<file path="src/rtl/mram_wbuf.sv">
// Write-posting buffer in front of the SPI MRAM controller: writes are acked at once and drained
// in order; reads go downstream only once every posted write has completed.
module mram_wbuf #(
  parameter int DEPTH = 4
) (
  input  logic        clk_i,
  input  logic        rst_i,
  input  logic        stb_i,
  input  logic        we_i,
  input  logic [3:0]  sel_i,
  input  logic [29:0] adr_i,
  input  logic [31:0] dat_i,
  output logic [31:0] dat_o,
  output logic        ack_o,
  output logic        mStb_o,
  output logic        mWe_o,
  output logic [3:0]  mSel_o,
  output logic [29:0] mAdr_o,
  output logic [31:0] mDat_o,
  input  logic [31:0] mDat_i,
  input  logic        mAck_i,
  output logic        empty_o
);

  localparam int AW = (DEPTH > 1) ? $clog2(DEPTH) : 1;

  typedef enum logic [1:0] {S_IDLE, S_WRITE, S_READ} state_t;

  state_t        state_q, state_d;
  logic [65:0]   mem_q [DEPTH];
  logic [AW-1:0] wr_ptr_q, rd_ptr_q;
  logic [AW:0]   cnt_q, cnt_d;
  logic          ack_q, ack_d;
  logic [31:0]   dat_q, dat_d;
  logic          mstb_q, mstb_d;
  logic          mwe_q, mwe_d;
  logic [3:0]    msel_q, msel_d;
  logic [29:0]   madr_q, madr_d;
  logic [31:0]   mdat_q, mdat_d;
  logic          empty_q, empty_d;

  logic req, full, push, pop, wr_ack, rd_pend;

  // A held strobe is never looked at while ack_o is high, so one request is taken once.
  assign req     = stb_i && !ack_q;
  assign full    = (cnt_q == (AW+1)'(DEPTH));
  assign push    = req && we_i && (sel_i != 4'b0000) && !full;
  assign wr_ack  = req && we_i && ((sel_i == 4'b0000) || !full);
  assign rd_pend = req && !we_i;
  assign pop     = (state_q == S_WRITE) && mAck_i;

  always_comb begin
    state_d = state_q;
    ack_d   = wr_ack;
    dat_d   = dat_q;
    mstb_d  = mstb_q;
    mwe_d   = mwe_q;
    msel_d  = msel_q;
    madr_d  = madr_q;
    mdat_d  = mdat_q;
    unique case (state_q)
      S_IDLE: begin
        if (cnt_q != '0) begin
          state_d = S_WRITE;
          mstb_d  = 1'b1;
          mwe_d   = 1'b1;
          {madr_d, msel_d, mdat_d} = mem_q[rd_ptr_q];
        end else if (rd_pend) begin
          state_d = S_READ;
          mstb_d  = 1'b1;
          mwe_d   = 1'b0;
          madr_d  = adr_i;
          msel_d  = sel_i;
        end
      end
      S_WRITE: begin
        if (mAck_i) begin
          state_d = S_IDLE;
          mstb_d  = 1'b0;
        end
      end
      S_READ: begin
        if (mAck_i) begin
          state_d = S_IDLE;
          mstb_d  = 1'b0;
          dat_d   = mDat_i;
          ack_d   = 1'b1;
        end
      end
      default: state_d = S_IDLE;
    endcase
  end

  assign cnt_d   = cnt_q + (AW+1)'(push) - (AW+1)'(pop);
  assign empty_d = (cnt_d == '0);

  always_ff @(posedge clk_i) begin
    if (push) mem_q[wr_ptr_q] <= {adr_i, sel_i, dat_i};
  end

  always_ff @(posedge clk_i or posedge rst_i) begin
    if (rst_i) begin
      state_q  <= S_IDLE;
      wr_ptr_q <= '0;
      rd_ptr_q <= '0;
      cnt_q    <= '0;
      ack_q    <= 1'b0;
      dat_q    <= '0;
      mstb_q   <= 1'b0;
      mwe_q    <= 1'b0;
      msel_q   <= '0;
      madr_q   <= '0;
      mdat_q   <= '0;
      empty_q  <= 1'b1;
    end else begin
      state_q  <= state_d;
      if (push) wr_ptr_q <= wr_ptr_q + AW'(1);
      if (pop)  rd_ptr_q <= rd_ptr_q + AW'(1);
      cnt_q    <= cnt_d;
      ack_q    <= ack_d;
      dat_q    <= dat_d;
      mstb_q   <= mstb_d;
      mwe_q    <= mwe_d;
      msel_q   <= msel_d;
      madr_q   <= madr_d;
      mdat_q   <= mdat_d;
      empty_q  <= empty_d;
    end
  end

  assign dat_o   = dat_q;
  assign ack_o   = ack_q;
  assign mStb_o  = mstb_q;
  assign mWe_o   = mwe_q;
  assign mSel_o  = msel_q;
  assign mAdr_o  = madr_q;
  assign mDat_o  = mdat_q;
  assign empty_o = empty_q;

endmodule

</file>
<file path="config.mk">
export PLATFORM = sky130hd
export DESIGN_NAME = mram_wbuf
export DESIGN_NICKNAME = d
export VERILOG_FILES = /design/src/rtl/mram_wbuf.sv
export SDC_FILE = /design/constraint.sdc
export NUM_CORES = 1
export LEC_CHECK = 0
export BUFFER_PORTS_ARGS = -buffer_cell sky130_fd_sc_hd__buf_2
export CAP_MARGIN = 20
export CELL_PAD_IN_SITES_DETAIL_PLACEMENT = 1
export CELL_PAD_IN_SITES_GLOBAL_PLACEMENT = 1
export CORE_UTILIZATION = 35
export DETAILED_ROUTE_END_ITERATION = 10
export PLACE_DENSITY_LB_ADDON = 0.15
export SLEW_MARGIN = 20
export SYNTH_ARGS = -nofsm -noshare
export SYNTH_HDL_FRONTEND = slang
export SYNTH_SLANG_ARGS = --single-unit
</file>
<file path="constraint.sdc">
create_clock -name clk_i -period 3.8 [get_ports clk_i]
set_input_delay 0.19 -clock clk_i [delete_from_list [all_inputs] [get_ports clk_i]]
set_output_delay 0.19 -clock clk_i [all_outputs]
set_load 0.01 [all_outputs]
</file>
* Word-level counts from Yosys, hierarchy flattened
Memory sizes are Yosys's and may differ from the RTL's.
Cells that the tools add are included.
** Word-level totals
- Latch bits :: 0
- Output and inout port bits :: 102
- Memory bits (writable) :: 264
- Word-level logic and storage cells :: 64
- Bits in registers :: 111
- Input port bits :: 103
- Memories kept :: 1
- ROM bits :: 0
** Memory list
- mem_q :: words 4, bits a word 66, rd ports 1, clocked after Yosys merged registers in 0, write ports 1, RTL line 30 : logic [65:0] mem_q [DEPTH];
** Operators by class
- Equality and inequality tests :: 5
- Multiply operators :: 0
- Reductions and logical operators :: 24
- Div/mod/pow operators :: 0
- Shift-type cells :: 0
- Add/subtract/negate cells :: 4
- Mux-type cells :: 18
- Bitwise logic cells :: 0
- $lt $le $gt $ge :: 0
** Operators with widths (count)
- 30-bit two-way mux :: 2
- 1-bit two-way mux :: 9
- 4-bit two-way mux :: 2
- 2-bit AND reduction :: 4
- 1-bit logical AND :: 7
- 2-bit two-way mux :: 3
- 2-bit by 1-bit adder with 2-bit output (second input constant) :: 2
- 4-bit zero test :: 1
- 2-bit case mux with 2 select lines :: 1
- 2-bit nonzero test :: 2
- 4-bit nonzero test :: 1
- 3-bit by 1-bit adder with 3-bit output :: 1
- 3-bit equality test (second input constant) :: 1
- 1-bit zero test :: 3
- 3-bit zero test :: 1
- 3-bit != test (second input constant) :: 1
- 3-bit AND reduction :: 1
- 3-bit nonzero test :: 1
- 3-bit by 1-bit subtractor with 3-bit output :: 1
- 2-bit by 1-bit equality test with 1-bit output (second input constant) :: 1
- 2-bit equality test (second input constant) :: 1
- 2-bit zero test :: 1
- 2-bit by 1-bit != test with 1-bit output (second input constant) :: 1
- 1-bit case mux with 2 select lines :: 1
- 2 further kinds :: 2

* Logic depth before layout (Yosys ltp)
Gate-level depths: netlist of the first run.
- Depth in word-level cells :: 8
- Depth in mapped cells :: 11
- Mapped depth without buffers :: 11

* Worst setup path before layout of the first run
No wires, ideal clock.
- Path type :: reg2reg
- Start :: register ack_q, in the netlist ack_o
- End :: memory mem_q[0][0] (enable)
- Clock period less this slack :: 3020 ps
- Arrival :: 2589 ps
- Setup time :: 431 ps
- Required time :: 3369 ps
- Cell stages (with the launch flop) :: 4
- Path buffers :: 0
- Slack :: 780 ps
- Cells stage by stage :: dfrtp_1 -> nand3b_1 -> a211oi_2 -> and2_1
** On the way
- Word-level cells in the longest chain between the ends :: 7
** RTL lines
- start, declared :: RTL line 33 : logic ack_q, ack_d;
- start signal, assigned :: RTL line 120 : ack_q <= ack_d;
- 1-bit zero test :: RTL line 45 : assign req = stb_i && !ack_q;
- 1-bit logical AND :: RTL line 45
- 1-bit logical AND (3 in series) :: RTL line 47 : assign push = req && we_i && (sel_i != 4'b0000) && !full;
- 1-bit two-way mux :: RTL line 98 : if (push) mem_q[wr_ptr_q] <= {adr_i, sel_i, dat_i};
- 1-bit two-way mux (not written as such) :: RTL line 98
- end, declared :: RTL line 30
No other way between the ends.

* Final worst setup path of the first run
- Start :: register cnt_q[1]
- End :: register empty_q, in the netlist empty_o
** On the way
- Word-level cells in the longest chain between the ends :: 6
** RTL lines
- start, declared :: RTL line 32 : logic [AW:0] cnt_q, cnt_d;
- start signal, assigned :: RTL line 119 : cnt_q <= cnt_d;
- 3-bit equality test :: RTL line 46 : assign full = (cnt_q == (AW+1)'(DEPTH));
- 1-bit zero test :: RTL line 47
- 1-bit logical AND :: RTL line 47
- 3-bit by 1-bit adder with 3-bit output (*) :: RTL line 94 : assign cnt_d = cnt_q + (AW+1)'(push) - (AW+1)'(pop);
- 3-bit by 1-bit subtractor with 3-bit output (*) :: RTL line 94
- via cnt_d[2] :: RTL line 32
- 3-bit zero test (*) :: RTL line 95 : assign empty_d = (cnt_d == '0);
- via empty_d :: RTL line 40 : logic empty_q, empty_d;
- end signal, assigned :: RTL line 127 : empty_q <= empty_d;
- end, declared :: RTL line 40
The timed path passes the listed nets; every way through them passes the cells marked *.
A chain may end at the register's enable or synchronous reset.

==> run_summary.xml, run 1 <==
<?xml version="1.0" encoding="UTF-8"?>
<metrics>
  <group name="placement">
    <metric name="detailedPlace.worstSlack" unit="ns">1.065</metric>
    <metric name="finalWeightedCongestion" unit="">0.6862</metric>
    <metric name="placedCellCount" unit="">1514</metric>
    <metric name="io_buffers" unit="">204</metric>
    <metric name="place_hpwl" unit="um">21080</metric>
  </group>
  <group name="yosys">
    <metric name="synthDominantCellAreaShare" unit="%">55.34</metric>
    <metric name="synth_top_cell_by_area" unit="">sky130_fd_sc_hd__edfxtp_1</metric>
    <metric name="postSynthNetCount" unit="">923</metric>
    <metric name="netlist_area" unit="um^2">14320</metric>
    <metric name="count_of_distinct_cell_types_in_the_synthesized_netlist" unit="">42</metric>
    <metric name="yosysWarningCount" unit="">0</metric>
    <metric name="synthTopCellsByArea" unit="">sky130_fd_sc_hd__edfxtp_1, sky130_fd_sc_hd__dfrtp_1, sky130_fd_sc_hd__mux4_2</metric>
    <metric name="synth.ff_latch_count" unit="">375</metric>
    <metric name="post_synth_inst_count" unit="">810</metric>
    <metric name="post_synth.cell_area_avg" unit="um^2">17.69</metric>
    <metric name="seq_area_frac_synth" unit="%">74.74</metric>
  </group>
  <group name="flow_run">
    <metric name="maxCapViolCount" unit="">0</metric>
  </group>
  <group name="pwr">
    <metric name="power.leakage" unit="uW">0.007113</metric>
    <metric name="power.clock.fraction" unit="%">27.8</metric>
    <metric name="switching_share" unit="%">32.60</metric>
    <metric name="vdd_ir_drop_max" unit="mV">0.4308</metric>
    <metric name="power_per_cell_area" unit="nW/um^2">753.5</metric>
    <metric name="netSwitchingPower" unit="uW">4490</metric>
    <metric name="power.share.combinational" unit="%">29.3</metric>
    <metric name="power.internal" unit="uW">9285</metric>
    <metric name="seq_power_share" unit="%">43.0</metric>
  </group>
  <group name="critical_path">
    <metric name="crit_path_max_fanout" unit="">7</metric>
    <metric name="setup.worst_path.start_class" unit="">register</metric>
    <metric name="cp.required" unit="ns">4.26</metric>
    <metric name="setup.worst_path.end_class" unit="">register</metric>
    <metric name="worstSetupPathType" unit="">register to register</metric>
    <metric name="timing.critical_path.arrival" unit="ns">3.18</metric>
  </group>
  <group name="hold_path">
    <metric name="min-delay-path-class" unit="">primary input to asynchronous set/reset pin</metric>
  </group>
  <group name="floorplan">
    <metric name="io-pin-count" unit="">205</metric>
    <metric name="die_width" unit="um">204.3</metric>
    <metric name="core_area" unit="um^2">40010</metric>
    <metric name="fp.dieArea" unit="um^2">41740</metric>
    <metric name="floorplan.initialDensity" unit="%">35.81</metric>
    <metric name="floorplan.rows" unit="">73</metric>
    <metric name="die_y" unit="um">204.3</metric>
  </group>
  <group name="sta">
    <metric name="finalCriticalPeriod" unit="ns">2.725</metric>
    <metric name="timing.fmax" unit="MHz">367.0</metric>
    <metric name="final_hold_viol_count" unit="">0</metric>
    <metric name="max_slew_margin" unit="%">27.03</metric>
    <metric name="min_period_over_period" unit="%">71.70</metric>
    <metric name="worst_slack" unit="ns">1.075</metric>
    <metric name="fin_setup_tns" unit="ns">0</metric>
    <metric name="pin_slew_with_the_least_headroom_to_its_limit" unit="ns">1.095</metric>
    <metric name="rsz_0062_raised_after_global_routing" unit="">false</metric>
    <metric name="finalMaxSlewViolations" unit="">0</metric>
    <metric name="setup-violations-final" unit="">0</metric>
    <metric name="worst_case_clock_skew" unit="ns">0.01774</metric>
  </group>
  <group name="routing">
    <metric name="antenna_left" unit="">0</metric>
    <metric name="via_per_inst" unit="">4.912</metric>
    <metric name="route.vias.total" unit="">8325</metric>
    <metric name="drt_pre_antenna_iters" unit="">6</metric>
    <metric name="drtIter0Drc" unit="">416</metric>
    <metric name="route.detailed.drc" unit="">0</metric>
    <metric name="post_drt_wl_per_cell" unit="um">20.80</metric>
    <metric name="drt-total-wl" unit="um">35250</metric>
  </group>
  <group name="clock_network">
    <metric name="cts_buffers" unit="">42</metric>
    <metric name="latest_clock_arrival_within_the_worst_skew_pair" unit="ns">0.55</metric>
    <metric name="ctsHtreeMaxLevel" unit="">2</metric>
    <metric name="clkTransAtPathRegs" unit="ns">0.06</metric>
    <metric name="clockRootBuffer" unit="">sky130_fd_sc_hd__clkbuf_16</metric>
    <metric name="post-cts-setup-buffers" unit="">0</metric>
    <metric name="clkSinkCount" unit="">375</metric>
    <metric name="tritoncts_clock_tree" unit="">done</metric>
    <metric name="max_clock_buf_depth" unit="">3</metric>
  </group>
  <group name="global_routing">
    <metric name="grt_max_degree" unit="">68</metric>
    <metric name="groute.usage.overall" unit="%">17.30</metric>
    <metric name="antenna_violations_before_repair" unit="">1</metric>
    <metric name="via_count_of_the_first_global_routing_pass" unit="">9093</metric>
    <metric name="grt_pass1_wl" unit="um">54410</metric>
    <metric name="overflow" unit="">0</metric>
  </group>
  <group name="status">
    <metric name="result_of_the_run" unit="">complete, no violations</metric>
  </group>
  <group name="layout">
    <metric name="layout.cells.non_filler" unit="">1695</metric>
    <metric name="count_of_nets_after_finishing" unit="">1248</metric>
    <metric name="synthToLayoutAreaGrowth" unit="%">27.61</metric>
    <metric name="drive_above_1_share" unit="%">33.79</metric>
  </group>
</metrics>
==> layout make-up <==
class / count / area [um^2]
Inverter: 9 / 38.79
Multi-Input combinational cell: 378 / 3336
Clock buffer: 64 / 1184
Clock inverter: 14 / 108.9
Fill cell: 3934 / 21730
Antenna cell: 1 / 2.502
Timing Repair Buffer: 329 / 2240
Tap cell: 525 / 656.9
Sequential cell: 375 / 10710
==> registers in the layout (all words and copies together) (netlist names) <==
| signal | flops |
|---|---|
| mDat_o | 32 |
| wr_ptr_q | 2 |
| dat_o | 32 |
| cnt_q | 3 |
| mem_q | 264 |
| mStb_o | 1 |
| mWe_o | 1 |
| mSel_o | 4 |
| mAdr_o | 30 |
| ack_o | 1 |
| state_q | 2 |
| rd_ptr_q | 2 |
| empty_o | 1 |
==> worst max-delay path, stage by stage (launching register included) <==
cell and delay [ns]:
sky130_fd_sc_hd__dfrtp_1 0.56, sky130_fd_sc_hd__nor2_1 0.13, sky130_fd_sc_hd__a211oi_2 0.48, sky130_fd_sc_hd__inv_1 0.09, sky130_fd_sc_hd__ha_1 0.30, sky130_fd_sc_hd__inv_1 0.06, sky130_fd_sc_hd__ha_1 0.13, sky130_fd_sc_hd__inv_1 0.05
sky130_fd_sc_hd__fa_1 0.39, sky130_fd_sc_hd__xnor2_1 0.15, sky130_fd_sc_hd__xnor2_1 0.15, sky130_fd_sc_hd__nor3_1 0.15
==> placed cells by master, fill, tap and decap left out, types with 2 or more instances in the layout <==
master                          count
sky130_fd_sc_hd__and2_4             4
sky130_fd_sc_hd__dfrtp_4            2
sky130_fd_sc_hd__dfrtp_1          108
sky130_fd_sc_hd__nand2_1          134
sky130_fd_sc_hd__edfxtp_1         264
sky130_fd_sc_hd__nand3_1           68
sky130_fd_sc_hd__dlygate4sd3_1    102
sky130_fd_sc_hd__clkinv_2           3
sky130_fd_sc_hd__buf_2            204
sky130_fd_sc_hd__a21oi_1            2
sky130_fd_sc_hd__nand4_1           34
sky130_fd_sc_hd__xnor2_1            4
sky130_fd_sc_hd__clkbuf_8           5
sky130_fd_sc_hd__inv_6              3
sky130_fd_sc_hd__inv_1              8
sky130_fd_sc_hd__mux2_2            32
sky130_fd_sc_hd__ha_1               8
sky130_fd_sc_hd__mux4_2            66
sky130_fd_sc_hd__buf_4             21
sky130_fd_sc_hd__clkbuf_1          17
sky130_fd_sc_hd__clkbuf_16         42
sky130_fd_sc_hd__clkinv_1           6
sky130_fd_sc_hd__buf_12             2
==> synthesized netlist by cell type (all sizes together) <==
cell	n
a211oi	1
a21oi	2
a22o	1
and2	5
and3b	1
buf	37
clkbuf	11
dfrtp	110
dfstp	1
edfxtp	264
fa	1
ha	9
inv	9
mux2	33
mux4	66
nand2	134
nand2b	1
nand3	68
nand3b	1
nand4	34
nand4bb	1
nor2	1
nor2b	1
nor3	2
nor3b	2
nor4	1
o21ai	2
o21bai	1
o22ai	1
o2bb2ai	1
o31a	1
o31ai	1
or4b	1
xnor2	4
xor2	1
==> through the flow <==
step	utilization, %	power (uW)	instance area, um^2	hold WS (ns)
4_1_cts	45.69	14040	18280	0.2747
5_1_grt	45.69	14590	18280	0.3328
3_5_place_dp	39.90	10070	15960	0.3230
2_1_floorplan	-	8507	14330	0.2889
3_3_place_gp	39.90	9984	15960	0.3183
6_report	45.69	13770	18280	0.2706
==> kinds of logic (layout without fill, tap and decap cells) <==
group                      count (synthesis)  in the layout  synth area share, %
muxes                                     99             99                12.97
AOI/OAI and AO/OA                         11             11               0.5939
other                                      0              1                    0
adders and majority gates                 10             10               0.9259
DFF                                      375            375                74.74
buffers and inverters                     57            416                2.245
and+or+nand+nor                          253            253                8.219
xor gates and xnor gates                   5              5               0.3057
==> power by group through the flow <==
stage / clock, uW / sequential, uW / combinational (uW)
6_report: 3820 / 5920 / 4030
2_1_floorplan: 0 / 5920 / 2590
4_1_cts: 3950 / 5950 / 4140
5_1_grt: 4080 / 6050 / 4460
3_3_place_gp: 0 / 6000 / 3990
3_5_place_dp: 0 / 6030 / 4040
==> layer usage <==
metal	vias up	global-route usage [%]	routed length, um
met5	-	0	0
met3	44	2.838	1354
met2	178	28.24	17040
li1	3759	-	-
met4	0	5.091	658
met1	4344	23.77	16200
==> timing repair <==
item | CTS | global route
endpoints found under the hold margin | 387 | 0
gates resized for setup | 0 | 0
hold buffers | 102 | 0
==> final timing paths <==
| path | startpoint | endpoint | slack, ns | cells past startpoint |
|---|---|---|---|---|
| max | cnt_q[1] | empty_o | 1.08 | 11 |
| min | rst_i | dat_o[1] | 0.27 | 3 |
| max reg2reg | cnt_q[1] | empty_o | 1.08 | 11 |
| min reg2reg | mDat_o[6] | mDat_o[6] | 0.47 | 2 |
| max in group asynchronous | rst_i | mAdr_o[13] | 2.66 | 4 |
| min in group clk_i | dat_i[6] | mem_q[2][6] | 0.39 | 2 |
(Power assumes the default switching activity.)
==> run 2, diff against run 1 <==
==> constraint.sdc (replaced) <==
create_clock -name clk_i -period 2.5 [get_ports clk_i]
set_input_delay 0.125 -clock clk_i [delete_from_list [all_inputs] [get_ports clk_i]]
set_output_delay 0.125 -clock clk_i [all_outputs]
set_load 0.01 [all_outputs]
==> run 2 against run 1 <==
Compared with the run above: worst setup slack got worse by 0.87 ns; final cell count rose by 1.1%; register-to-register slack got worse by 0.87 ns; fmax increased by 19%; worst hold slack got worse by 0.034 ns; via count grew 0.56%; die area unchanged; clock skew is 0.0033 ns lower.
==> run_summary.xml, run 2 (synthesis results as in run 1) <==
<?xml version="1.0" encoding="UTF-8"?>
<metrics>
  <group name="routing">
    <metric name="drt-total-wl" unit="um">34620</metric>
    <metric name="antenna_left" unit="">0</metric>
    <metric name="route.detailed.drc" unit="">0</metric>
    <metric name="route.vias.total" unit="">8372</metric>
    <metric name="post_drt_wl_per_cell" unit="um">20.20</metric>
    <metric name="drt_pre_antenna_iters" unit="">4</metric>
    <metric name="drtIter0Drc" unit="">449</metric>
    <metric name="via_per_inst" unit="">4.884</metric>
  </group>
  <group name="critical_path">
    <metric name="r2r.worst_path.cells" unit="">11</metric>
    <metric name="crit_path_max_fanout" unit="">2</metric>
    <metric name="crit_chain" unit="">nand3b_1 -&gt; a211oi_2 -&gt; inv_1 -&gt; ha_1 -&gt; inv_1 -&gt; ha_1 -&gt; inv_1 -&gt; fa_1 -&gt; xnor2_1 -&gt; xnor2_1 -&gt; nor3_1</metric>
    <metric name="timing.critical_path.max_delay_family" unit="">adder cells</metric>
    <metric name="critPathBufInv" unit="">3</metric>
    <metric name="endpoint" unit="">empty_o</metric>
    <metric name="crit_path_start" unit="">ack_o</metric>
    <metric name="setup.worst_path.end_class" unit="">register</metric>
    <metric name="crit-reg2reg-capture" unit="">empty_o</metric>
    <metric name="setup.worst_path.start_class" unit="">register</metric>
    <metric name="reg2reg_setup_slack" unit="ns">0.20</metric>
    <metric name="worstSetupPathType" unit="">register to register</metric>
    <metric name="cp.required" unit="ns">2.96</metric>
    <metric name="cp.depth" unit="">11</metric>
    <metric name="crit_slowest_cell" unit="">sky130_fd_sc_hd__fa_1</metric>
    <metric name="worst_path_largest_cell_delay" unit="ns">0.39</metric>
    <metric name="timing.critical_path.arrival" unit="ns">2.76</metric>
    <metric name="crit-reg2reg-launch" unit="">ack_o</metric>
    <metric name="crit_top_cell" unit="">sky130_fd_sc_hd__inv_1</metric>
  </group>
  <group name="layout">
    <metric name="ff_latch_area" unit="um^2">10710</metric>
    <metric name="multiInputGateArea" unit="um^2">3342</metric>
    <metric name="finalCoreUtilization" unit="%">46.45</metric>
    <metric name="mostFrequentLayoutCell" unit="">sky130_fd_sc_hd__edfxtp_1</metric>
    <metric name="largest_register_ff_count" unit="">264</metric>
    <metric name="drive_above_1_share" unit="%">35.30</metric>
    <metric name="most-common-layout-cells" unit="">sky130_fd_sc_hd__edfxtp_1, sky130_fd_sc_hd__buf_2, sky130_fd_sc_hd__nand2_1</metric>
    <metric name="synthToLayoutAreaGrowth" unit="%">29.71</metric>
    <metric name="layout.cells.non_filler" unit="">1714</metric>
    <metric name="largest_register" unit="">mem_q</metric>
    <metric name="count_of_nets_after_finishing" unit="">1267</metric>
    <metric name="fillCellCount" unit="">3946</metric>
    <metric name="final_area" unit="um^2">18580</metric>
  </group>
  <group name="placement">
    <metric name="finalWeightedCongestion" unit="">0.6972</metric>
    <metric name="placedCellCount" unit="">1533</metric>
    <metric name="place_hpwl" unit="um">21280</metric>
    <metric name="detailedPlace.worstSlack" unit="ns">0.1213</metric>
    <metric name="io_buffers" unit="">204</metric>
    <metric name="total_cell_area_at_the_placement_stage" unit="um^2">16260</metric>
  </group>
  <group name="status">
    <metric name="result_of_the_run" unit="">complete, no violations</metric>
  </group>
  <group name="clock_network">
    <metric name="cts_buffers" unit="">41</metric>
    <metric name="clockRootBuffer" unit="">sky130_fd_sc_hd__clkbuf_16</metric>
    <metric name="latest_clock_arrival_within_the_worst_skew_pair" unit="ns">0.55</metric>
    <metric name="tritoncts_clock_tree" unit="">done</metric>
    <metric name="clkSinkCount" unit="">375</metric>
    <metric name="clkTransAtPathRegs" unit="ns">0.06</metric>
    <metric name="max_clock_buf_depth" unit="">3</metric>
    <metric name="ctsHtreeMaxLevel" unit="">2</metric>
  </group>
  <group name="floorplan">
    <metric name="die_y" unit="um">204.3</metric>
    <metric name="die_width" unit="um">204.3</metric>
    <metric name="io-pin-count" unit="">205</metric>
    <metric name="core_area" unit="um^2">40010</metric>
    <metric name="floorplan.rows" unit="">73</metric>
    <metric name="fp.dieArea" unit="um^2">41740</metric>
    <metric name="floorplan.initialDensity" unit="%">35.81</metric>
  </group>
  <group name="sta">
    <metric name="worst_slack" unit="ns">0.2018</metric>
    <metric name="rsz_0062_raised_after_global_routing" unit="">false</metric>
    <metric name="worst_case_clock_skew" unit="ns">0.01442</metric>
    <metric name="pin_slew_with_the_least_headroom_to_its_limit" unit="ns">0.6523</metric>
    <metric name="final_hold_viol_count" unit="">0</metric>
    <metric name="finalCriticalPeriod" unit="ns">2.298</metric>
    <metric name="setup-violations-final" unit="">0</metric>
    <metric name="min_period_over_period" unit="%">91.93</metric>
    <metric name="timing.fmax" unit="MHz">435.1</metric>
    <metric name="finalMaxSlewViolations" unit="">0</metric>
    <metric name="fin_setup_tns" unit="ns">0</metric>
    <metric name="max_slew_margin" unit="%">56.42</metric>
  </group>
  <group name="hold_path">
    <metric name="min-delay-path-class" unit="">primary input to asynchronous set/reset pin</metric>
  </group>
  <group name="pwr">
    <metric name="power_per_cell_area" unit="nW/um^2">1135</metric>
    <metric name="vdd_ir_drop_max" unit="mV">0.6357</metric>
    <metric name="power.leakage" unit="uW">0.007257</metric>
  </group>
  <group name="global_routing">
    <metric name="grt_pass1_wl" unit="um">54280</metric>
    <metric name="overflow" unit="">0</metric>
    <metric name="antenna_violations_before_repair" unit="">2</metric>
    <metric name="via_count_of_the_first_global_routing_pass" unit="">9185</metric>
    <metric name="grt_max_degree" unit="">42</metric>
    <metric name="groute.usage.overall" unit="%">17.27</metric>
  </group>
  <group name="flow_run">
    <metric name="maxCapViolCount" unit="">0</metric>
  </group>
</metrics>
run 2: cell count changes in the layout (fill, tap and decap cells not counted), sizes merged:
| cell | delta |
|---|---|
| buf | +20 |
| bufinv | -1 |
| clkbuf | -1 |
| diode | +1 |
| clkinvlp | +1 |
| clkinv | +1 |
| inv | -2 |
run 2: what timing repair did:
action                                  4_1_cts  5_1_grt
hold buffers                                102        0
setup buffers                                 0        1
endpoints found under the setup margin        0        1
resized for setup                             0        1
hold endpoints to repair                    352        0
run 2: area by class of cell:
cell class                      instances  area share (%)
Multi-Input combinational cell        378           17.99
Tap cell                              525           3.535
Clock buffer                           63           6.572
Antenna cell                            2         0.02693
Clock inverter                         13          0.3501
Sequential cell                       375           57.66
Timing Repair Buffer                  349           13.67
Inverter                                9          0.2020
run 2: where the power goes:
group,internal (uW),switching [uW]
sequential,8000,678
clock,3360,2380
combinational,2950,3720
total,14300,6780
run 2: per-layer routing:
metal  share of wire (%)  vias to the layer above  global-route usage (%)
met2                  48                      212                   28.61
met5                   0                        -                       0
met3                 4.9                       50                   2.838
met1                  45                     4325                   23.08
met4                 2.1                        0                   5.784
li1                    -                     3785                       -
run 2: how the worst min path moves through the flow:
stage | from | end | slack, ns | cells after the start
final | rst_i | cnt_q[2] | 0.24 | 3
after global routing | rst_i | dat_o[21] | 0.27 | 3
after CTS | rst_i | mDat_o[28] | 0.22 | 3
after detailed placement | rst_i | dat_o[30] | 0.26 | 2
after global placement | rst_i | dat_o[30] | 0.27 | 2
after floorplan | dat_i[0] | mem_q[0][0] | 0.22 | 0
run 2: through the flow:
stage / hold slack [ns] / power (uW)
after floorplan: 0.2239 / 12920
after global placement: 0.2715 / 15440
after detailed placement: 0.2636 / 15530
after CTS: 0.2240 / 21510
after global routing: 0.2729 / 22380
final: 0.2363 / 21090
run 2: tightest hold or removal path, cell delays in order:
cell                            delay (ns)
sky130_fd_sc_hd__dlygate4sd3_1        0.53
sky130_fd_sc_hd__buf_2                0.14
sky130_fd_sc_hd__clkinvlp_4           0.44
